[config.mk]
export PLATFORM = sky130hd
export DESIGN_NAME = irq_controller
export DESIGN_NICKNAME = d
export VERILOG_FILES = /design/src/rtl/irq_pkg.sv /design/src/rtl/irq_priority_encoder.sv /design/src/rtl/irq_controller.sv
export SDC_FILE = /design/constraint.sdc
export NUM_CORES = 1
export LEC_CHECK = 0
export CAP_MARGIN = 0
export CORE_MARGIN = 2
export CORE_UTILIZATION = 43
export DETAILED_ROUTE_END_ITERATION = 6
export PLACE_DENSITY = 0.64
export SLEW_MARGIN = 20
export SYNTH_ARGS = -nofsm -noshare
export SYNTH_HDL_FRONTEND = slang
export SYNTH_SLANG_ARGS = --single-unit
[constraint.sdc]
create_clock -name clk -period 12.3 [get_ports clk]
set_input_delay 1.23 -clock clk [delete_from_list [all_inputs] [get_ports clk]]
set_output_delay 1.23 -clock clk [all_outputs]
set_load 0.005 [all_outputs]
[src/rtl/irq_pkg.sv]
// Shared types and constants for the interrupt controller.
// Holds the request FSM states, register map and default vector base.
package irq_pkg;

  typedef enum logic [1:0] {
    S_IDLE = 2'd0,
    S_REQ  = 2'd1,
    S_ACK  = 2'd2
  } irq_state_e;

  localparam logic [1:0] ADDR_ENABLE  = 2'd0;
  localparam logic [1:0] ADDR_PENDING = 2'd1;
  localparam logic [1:0] ADDR_PRIO_LO = 2'd2;
  localparam logic [1:0] ADDR_PRIO_HI = 2'd3;

  localparam logic [7:0] VECTOR_BASE_DEF = 8'h0A;

endpackage

[src/rtl/irq_priority_encoder.sv]
// Picks the highest-priority candidate; ties go to the lowest index.
// Ports: i_cand candidate mask, i_prio 2b/source -> o_valid, o_index, o_level.
module irq_priority_encoder #(
  parameter int N = 8
) (
  input  logic [N-1:0]   i_cand,
  input  logic [2*N-1:0] i_prio,
  output logic           o_valid,
  output logic [2:0]     o_index,
  output logic [1:0]     o_level
);

  // Strict '>' keeps the earliest index on equal priority.
  always_comb begin
    o_valid = 1'b0;
    o_index = '0;
    o_level = '0;
    for (int i = 0; i < N; i++) begin
      if (i_cand[i] && (i_prio[2*i +: 2] > o_level)) begin
        o_valid = 1'b1;
        o_index = 3'(i);
        o_level = i_prio[2*i +: 2];
      end
    end
  end

endmodule

[src/rtl/irq_controller.sv]
// Edge-triggered interrupt controller with enable/pending/priority regs.
// Ports: clk, reset(async low), irq_src, reg_* bus, cpu_mask/iack in; cpu_irq/level/vector out.
module irq_controller
  import irq_pkg::*;
#(
  parameter int         NUM_SOURCES = 8,
  parameter logic [7:0] VECTOR_BASE = VECTOR_BASE_DEF
) (
  input  logic                   clk,
  input  logic                   reset,
  input  logic [NUM_SOURCES-1:0] irq_src,
  input  logic [1:0]             reg_addr,
  input  logic [7:0]             reg_wdata,
  input  logic                   reg_write,
  output logic [7:0]             reg_rdata,
  input  logic [1:0]             cpu_mask,
  output logic                   cpu_irq,
  output logic [1:0]             cpu_irq_level,
  output logic [7:0]             cpu_vector,
  input  logic                   cpu_iack
);

  // Unimplemented sources keep their bits at zero.
  localparam logic [7:0] SRC_MASK =
    8'((16'd1 << NUM_SOURCES) - 16'd1);
  localparam logic [15:0] PRIO_MASK =
    16'((32'd1 << (2 * NUM_SOURCES)) - 32'd1);

  irq_state_e             r_state;
  irq_state_e             w_state_n;
  logic [NUM_SOURCES-1:0] r_src_q;
  logic [7:0]             r_pending;
  logic [7:0]             r_enable;
  logic [15:0]            r_prio;
  logic [2:0]             r_idx;
  logic [1:0]             r_level;
  logic [7:0]             r_vec;
  logic                   r_irq;

  logic [7:0] w_edge;
  logic [7:0] w_clr;
  logic [7:0] w_ack_clr;
  logic [7:0] w_pend_n;
  logic [7:0] w_cand;
  logic       w_win_valid;
  logic [2:0] w_win_index;
  logic [1:0] w_win_level;
  logic [1:0] w_lat_prio;
  logic       w_lat_ok;
  logic       w_latch;
  logic       w_ack;

  assign w_edge = 8'(irq_src & ~r_src_q);
  assign w_clr  = (reg_write && reg_addr == ADDR_PENDING)
                ? reg_wdata : 8'd0;
  assign w_ack_clr = w_ack ? (8'd1 << r_idx) : 8'd0;
  // A fresh edge wins over any clear in the same cycle.
  assign w_pend_n =
    ((r_pending & ~w_clr & ~w_ack_clr) | w_edge) & SRC_MASK;

  always_comb begin
    w_cand = '0;
    for (int i = 0; i < 8; i++) begin
      w_cand[i] = r_pending[i] & r_enable[i]
                & (|r_prio[2*i +: 2]);
    end
  end

  irq_priority_encoder #(.N(8)) u_enc (
    .i_cand  (w_cand),
    .i_prio  (r_prio),
    .o_valid (w_win_valid),
    .o_index (w_win_index),
    .o_level (w_win_level)
  );

  // Latched source is still worth presenting at the current mask.
  assign w_lat_prio = r_prio[{r_idx, 1'b0} +: 2];
  assign w_lat_ok   = r_pending[r_idx] && r_enable[r_idx]
                    && (w_lat_prio > cpu_mask);

  always_comb begin
    w_state_n = r_state;
    w_latch   = 1'b0;
    w_ack     = 1'b0;
    unique case (r_state)
      S_IDLE: begin
        if (w_win_valid && (w_win_level > cpu_mask)) begin
          w_latch   = 1'b1;
          w_state_n = S_REQ;
        end
      end
      S_REQ: begin
        if (cpu_iack) begin
          w_ack     = 1'b1;
          w_state_n = S_ACK;
        end else if (!w_lat_ok) begin
          w_state_n = S_IDLE;
        end else if (w_win_valid
                     && (w_win_index != r_idx)
                     && (w_win_level > r_level)
                     && (w_win_level > cpu_mask)) begin
          w_latch = 1'b1;
        end
      end
      S_ACK:   w_state_n = S_IDLE;
      default: w_state_n = S_IDLE;
    endcase
  end

  always_ff @(posedge clk or negedge reset) begin
    if (!reset) begin
      r_state   <= S_IDLE;
      r_src_q   <= '0;
      r_pending <= '0;
      r_enable  <= '0;
      r_prio    <= '0;
      r_idx     <= '0;
      r_level   <= '0;
      r_vec     <= VECTOR_BASE;
      r_irq     <= 1'b0;
    end else begin
      r_state   <= w_state_n;
      r_src_q   <= irq_src;
      r_pending <= w_pend_n;
      if (reg_write && reg_addr == ADDR_ENABLE)
        r_enable <= reg_wdata & SRC_MASK;
      if (reg_write && reg_addr == ADDR_PRIO_LO)
        r_prio[7:0] <= reg_wdata & PRIO_MASK[7:0];
      if (reg_write && reg_addr == ADDR_PRIO_HI)
        r_prio[15:8] <= reg_wdata & PRIO_MASK[15:8];
      if (w_latch) begin
        r_idx   <= w_win_index;
        r_level <= w_win_level;
        r_vec   <= 8'(VECTOR_BASE
                   + {4'd0, w_win_index, 1'b0});
      end
      r_irq <= (w_state_n == S_REQ);
    end
  end

  always_comb begin
    reg_rdata = 8'd0;
    unique case (reg_addr)
      ADDR_ENABLE:  reg_rdata = r_enable;
      ADDR_PENDING: reg_rdata = r_pending;
      ADDR_PRIO_LO: reg_rdata = r_prio[7:0];
      ADDR_PRIO_HI: reg_rdata = r_prio[15:8];
      default:      reg_rdata = 8'd0;
    endcase
  end

  assign cpu_irq       = r_irq;
  assign cpu_irq_level = r_level;
  assign cpu_vector    = r_vec;

endmodule

Word-level counts from Yosys, hierarchy flattened --
Cells that the tools add are included. W data, S select, Z words.
Storage, ports and cells: register bits after elaboration 56, bits of input ports 24, output and inout port bits 19, logic and storage cells 123
Operators by class: $add $sub $neg 1, $lt $le $gt $ge 12, equal/unequal tests 6, shift operators 2, mux-type cells 41, bitwise operators 23, reduce and logical (&&, ||, !) cells 28
Operator list (number):
- $pmux W8 S4 | 1
- $mux W2 | 13
- $and A8 B8 Y8 | 3
- $not A8 Y8 | 3
- $gt A2 B2 Y1 | 10
- $logic_and A1 B1 Y1 | 18
- $mux W1 | 17
- $and A1 B1 Y1 | 16
- $mux W8 | 2
- $reduce_or A2 Y1 | 8
- $shiftx A16 B5 Y2 | 1
- $mux W3 | 4
- $or A8 B8 Y8 | 1
- $shl A1 B3 Y8 const A | 1
- $bmux W1 S3 | 2
- $eq A2 B1 Y1 const B | 3
- $add A4 B4 Y5 const A | 1
- $eq A2 B2 Y1 const B | 2
- $logic_not A2 Y1 | 2
- $lt A3 B4 Y1 const B | 1
- $pmux W2 S2 | 1
- $ne A3 B3 Y1 | 1
- $gt A2 B1 Y1 const B | 1
- $pmux W1 S2 | 1

Logic depth before layout (Yosys ltp) --
depth in word-level cells 33, depth in mapped cells 49, mapped depth without buffers 47

By module --
A second synthesis with hierarchy kept.
Second synthesis, totals: cell total of the unflattened synthesis 323, area total of the unflattened synthesis 3412.0 um2
By module, submodules not included:
- irq_controller | instances 1, cells each 221, area an instance 2687.6 um2, sequential area each 1303.8 um2
- irq_priority_encoder | instances 1, cells each 102, area an instance 724.4 um2, sequential area each 0.0 um2

Worst setup path after synthesis --
Ideal clock, no wire load.
path type reg2reg, start point reg r_enable[0], end point reg r_level[1], in the netlist cpu_irq_level[1], library setup time 0.125 ns, arrival 9.123 ns, data required time 12.175 ns, slack 3.051 ns, stages on the path, launching flop included 46, buffers on the path 2, period minus slack after synthesis 9.249 ns, cell sequence dfrtp_1 -> and3_1 -> inv_1 -> ha_1 -> nor2b_4 -> o2111a_1 -> buf_6 -> a21oi_1 -> inv_1 -> ha_1 -> o21a_1 -> o2111ai_1 -> o211a_1 -> o211a_1 -> inv_1 -> ha_1 -> o21a_1 -> o2111ai_1 -> [10 not listed] -> nand4_1 -> a31oi_2 -> mux2_2 -> ha_1 -> nor2_1 -> a21oi_1 -> or3_4 -> mux2_2 -> ha_1 -> a21oi_1 -> o221ai_1 -> a21oi_1 -> ha_1 -> a211o_1 -> a211oi_2 -> o31a_1 -> buf_6 -> mux2_4
On the way: elaborated cells on any way between the ends 56, classes of those cells order compare (9); eq/ne (1); mux (30); bitwise (2); reduce/logical (14)
RTL lines:
- from (decl) | RTL line irq_controller.sv:33 | logic [7:0] r_enable;
- from (signal assigned) | RTL line irq_controller.sv:127 | r_enable <= reg_wdata & SRC_MASK;
- $and A1 B1 Y1 (*) | RTL line irq_controller.sv:64 | w_cand[i] = r_pending[i] & r_enable[i]
- $and A1 B1 Y1 (*) | RTL line irq_controller.sv:65 | & (|r_prio[2*i +: 2]);
- $logic_and A1 B1 Y1 (*) | RTL line irq_priority_encoder.sv:19 | if (i_cand[i] && (i_prio[2*i +: 2] > o_level)) begin
- $mux W2 (*) | RTL line irq_priority_encoder.sv:19
- $gt A2 B2 Y1 | RTL line irq_priority_encoder.sv:19
- $logic_and A1 B1 Y1 | RTL line irq_priority_encoder.sv:19
- $mux W2 (*) | RTL line irq_priority_encoder.sv:19
- $gt A2 B2 Y1 | RTL line irq_priority_encoder.sv:19
- [17 not listed]
- named net u_enc.o_level[1] | RTL line irq_priority_encoder.sv:10 | output logic [1:0] o_level
- $gt A2 B2 Y1 | RTL line irq_controller.sv:101 | && (w_win_level > r_level)
- $logic_and A1 B1 Y1 | RTL line irq_controller.sv:101
- $logic_and A1 B1 Y1 | RTL line irq_controller.sv:102 | && (w_win_level > cpu_mask)) begin
- $mux W1 | RTL line irq_controller.sv:99 | end else if (w_win_valid
- $mux W1 | RTL line irq_controller.sv:97 | end else if (!w_lat_ok) begin
- $mux W1 | RTL line irq_controller.sv:94 | if (cpu_iack) begin
- $pmux W1 S2 | RTL line irq_controller.sv:86 | unique case (r_state)
- to (signal assigned) | RTL line irq_controller.sv:134 | r_level <= w_win_level;
- to (decl) | RTL line irq_controller.sv:36 | logic [1:0] r_level;
Mark *: on every way through the listed nets, which the timed path passes. The rest lies on a longest branch. The select of a mux whose other input is x is not followed. A chain may end at the register's enable or synchronous reset.

Worst setup path after layout --
start point reg r_prio[1], end point reg r_idx[2]
On the way: elaborated cells on any way between the ends 56, classes of those cells order compare (11); eq/ne (1); shift (1); mux (28); bitwise (1); reduce/logical (14)
RTL lines:
- from (decl) | RTL line irq_controller.sv:34 | logic [15:0] r_prio;
- from (signal assigned) | RTL line irq_controller.sv:129 | r_prio[7:0] <= reg_wdata & PRIO_MASK[7:0];
- $reduce_or A2 Y1 | RTL line irq_controller.sv:65
- $and A1 B1 Y1 | RTL line irq_controller.sv:65
- $logic_and A1 B1 Y1 | RTL line irq_priority_encoder.sv:19
- $mux W2 (*) | RTL line irq_priority_encoder.sv:19
- $gt A2 B2 Y1 | RTL line irq_priority_encoder.sv:19
- $logic_and A1 B1 Y1 | RTL line irq_priority_encoder.sv:19
- $mux W2 (*) | RTL line irq_priority_encoder.sv:19
- $gt A2 B2 Y1 | RTL line irq_priority_encoder.sv:19
- [17 not listed]
- named net u_enc.o_level[1] | RTL line irq_priority_encoder.sv:10
- $gt A2 B2 Y1 | RTL line irq_controller.sv:101
- $logic_and A1 B1 Y1 | RTL line irq_controller.sv:101
- $logic_and A1 B1 Y1 | RTL line irq_controller.sv:102
- $mux W1 | RTL line irq_controller.sv:99
- $mux W1 | RTL line irq_controller.sv:97
- $mux W1 | RTL line irq_controller.sv:94
- $pmux W1 S2 (*) | RTL line irq_controller.sv:86
- to (signal assigned) | RTL line irq_controller.sv:133 | r_idx <= w_win_index;
- to (decl) | RTL line irq_controller.sv:35 | logic [2:0] r_idx;
Mark *: on every way through the listed nets, which the timed path passes. The rest lies on a longest branch.

==> key figures <==
Run status
  • Status: finished, final reports clean

Power and ir drop
  • Leak: 1.65 nW
  • Pwr/cell area: 221 nW/um^2
  • Peak supply drop: 0.0000745 V
  • Total power draw: 0.864 mW

Setup path
  • Crit end category: register
  • Crit-path leading delay family: compound AO/OA/AOI/OAI gates
  • Crit Path Class: reg -> reg
  • Crit-path slowest cell: o31a_1
  • Worst Path Required: 12,510 ps
  • Worst Path Arrival: 10,730 ps
  • Most Frequent Cell on Critical Path: ha_1
  • CP max FO: 9
  • Startpoint types: register
  • CP max stage delay: 520 ps
  • Crit path buffers/inverters: 3

STA
  • Final setup vio count: 0
  • RSZ-0062 raised after global routing: no
  • Relative slew slack: 46.9%
  • Final TNS setup: 0 ps
  • Min cycle time layout: 10,520 ps
  • Final Max Tran Viols: 0
  • Final period util: 85.5%
  • Final Hold Viols: 0
  • Slew @ Worst Pin: 796 ps
  • Clock skew: 5.62 ps
  • Fmax: 95.0 MHz

Clocking
  • Clock buffer depth: 2
  • TritonCTS clock tree: yes
  • CTS Hold Bufs: 0
  • Post-CTS Setup Repair Bufs: 0
  • # H-tree levels: 2
  • Reg clk slew, reported paths: 100 ps
  • Clock Latency Late Sink: 320 ps
  • Clock tree root buffer cell: clkbuf_8
  • CTS buffer count: 5
  • Post-CTS sizing: 0
  • CTS sink count: 52

Global routing
  • Gr usage total: 19.5%
  • First-pass GRT wire length: 13,000 microns
  • Global route overflow: 0
  • Number of global-route vias before repair: 2,529
  • Largest net degree at the start of global routing: 53
  • Initial antenna violation count: 0

Layout
  • Number of fill cells: 717
  • Area growth, synth to finish: 16.9%
  • Ant diodes: 0
  • FF+latch area: 1300 sq um
  • Layout cell share with drive strength beyond 1: 21.2%
  • NumNets Final: 383
  • Multi-input logic area: 1870 sq um

Flow run
  • Max_cap viols: 0

Die
  • Rows: 32
  • Starting density of the core: 43.8%
  • Die Ht: 92.3 microns
  • Core area: 7650 sq um
  • Die Wd: 92.3 microns
  • DIE AREA: 8510 sq um
  • Ports: 43

Routing
  • Total wire length: 7680 microns
  • Vias: 2,488
  • Number of nets with antenna violations after routing: 0
  • WL per Instance: 17.2 microns
  • Residual DRC: 0
  • Drt pass-1 iters: 4
  • Vias per cell: 5.58
  • DR iter-0 viols: 131

Place
  • GPL Wtd Cong: 0.871
  • Final HPWL DP: 5800 microns
  • I/O Buffers: 38

Hold path
  • HP Class: reg -> reg

Synthesis
  • Post-synthesis sequential area ratio: 38.9%
  • Synth Cell Area: 3350 sq um
  • Ys async rst share: 100%
  • Cell count after synthesis: 305
  • Yosys cell types: 58
  • Average size of a mapped cell: 11.0 sq um
  • Synthesis Warnings: 0
  • Synth Register Bits: 52
  • Main synth FF type: dfrtp_1
  • EDFF count, synth: 0
==> placed cells by master (no fill, tap or decap), types with 2 or more instances in the layout <==
cell type / n
nor2_1: 13
nor3_1: 3
inv_1: 27
a31oi_2: 2
and3_1: 3
nor4_1: 2
o211ai_1: 11
o2111ai_1: 3
mux2_2: 27
clkdlybuf4s50_1: 37
o21ai_0: 17
nand2b_1: 3
nor3b_1: 2
nand4_1: 3
a21oi_1: 9
mux4_2: 12
dfrtp_1: 50
nand3_1: 10
buf_4: 2
o221ai_1: 2
nand2_1: 27
ha_1: 16
mux2i_1: 2
o311ai_0: 2
nor2b_1: 2
o211a_4: 2
o21a_1: 4
mux2_4: 7
conb_1: 4
dfstp_2: 2
clkbuf_8: 5
xnor2_1: 3
o211a_1: 2
==> final cells by class <==
class	count	share of cell area, %
well taps	102	3.26
inverters	27	2.59
flip-flops and latches	52	33.3
clock inverters	3	1.28
repair buffers	40	9.97
multi-input cells	217	47.9
clock buffers	5	1.76
==> synth_stat cells (all sizes together) (4+ instances only) <==
library cell / count / area, sq um
nor2: 14 / 55.1
o2111ai: 4 / 41.3
nand2: 27 / 101
clkbuf: 4 / 15.0
o21ai: 17 / 85.1
o21a: 4 / 30.0
dfrtp: 50 / 1250
nand3: 10 / 50.1
mux2: 34 / 409
ha: 16 / 200
mux4: 13 / 297
a21oi: 9 / 45.0
inv: 27 / 101
and3: 4 / 30.0
o211ai: 11 / 82.6
o211a: 4 / 55.1
buf: 8 / 67.6
==> stage by stage <==
stage / util [%] / setup WS (ps) / hold slack (ps) / instances / area (sq um)
3_5_place_dp: 49.7 / 1900 / 413 / 438 / 3800
5_1_grt: 51.2 / 1060 / 438 / 446 / 3920
2_1_floorplan: - / 3050 / 400 / 308 / 3360
4_1_cts: 51.2 / 1880 / 428 / 446 / 3920
3_3_place_gp: 49.7 / 2070 / 402 / 438 / 3800
6_report: 51.2 / 1780 / 421 / 446 / 3920
==> per-layer routing <==
| metal | GRT usage (%) | wire, microns | part of all wire (%) | vias to the layer above |
|---|---|---|---|---|
| met2 | 32.2 | 3720 | 48 | 68 |
| met5 | 0 | 0 | 0 | - |
| met4 | 5.85 | 116 | 1.5 | 0 |
| met3 | 3.04 | 285 | 3.7 | 9 |
| li1 | - | - | - | 1207 |
| met1 | 26.6 | 3560 | 46 | 1204 |
==> final timing paths <==
path                                       start                     end  slack, ps  cells after the start
min                         r_src_q[2]$_DFF_PN0_  r_pending[2]$_DFF_PN0_        420                      1
min in group asynchronous                  reset    r_state[1]$_DFF_PN0_       1010                      2
max in group asynchronous                  reset  r_prio[10]$_DFFE_PN0P_      10820                      2
max reg2reg                r_prio[1]$_DFFE_PN0P_    r_idx[2]$_DFFE_PN0P_       1780                     43
min reg2reg                 r_src_q[2]$_DFF_PN0_  r_pending[2]$_DFF_PN0_        420                      1
max                        r_prio[1]$_DFFE_PN0P_    r_idx[2]$_DFFE_PN0P_       1780                     43
==> where the power goes <==
group | switching (mW) | internal, mW
registers | 0.0620 | 0.214
clock network | 0.0646 | 0.0629
logic | 0.212 | 0.248
total | 0.338 | 0.525
==> logic make-up after synthesis <==
group / synth area share (%)
compound gates: 15.1
xor+xnor: 0.784
fa+ha+maj: 5.97
buf+inv: 5.49
flops: 38.9
mux: 21.7
other cells: 0.112
simple gates: 11.9
==> flip-flops by register name, indices dropped and copies added, names as in the netlist <==
name and flops:
r_enable 8, cpu_irq_level 2, r_pending 8, r_idx 3, cpu_vector 4, r_prio 16, cpu_irq 1, r_src_q 8
r_state 2
No activity file was read; power rests on OpenSTA's default activity.
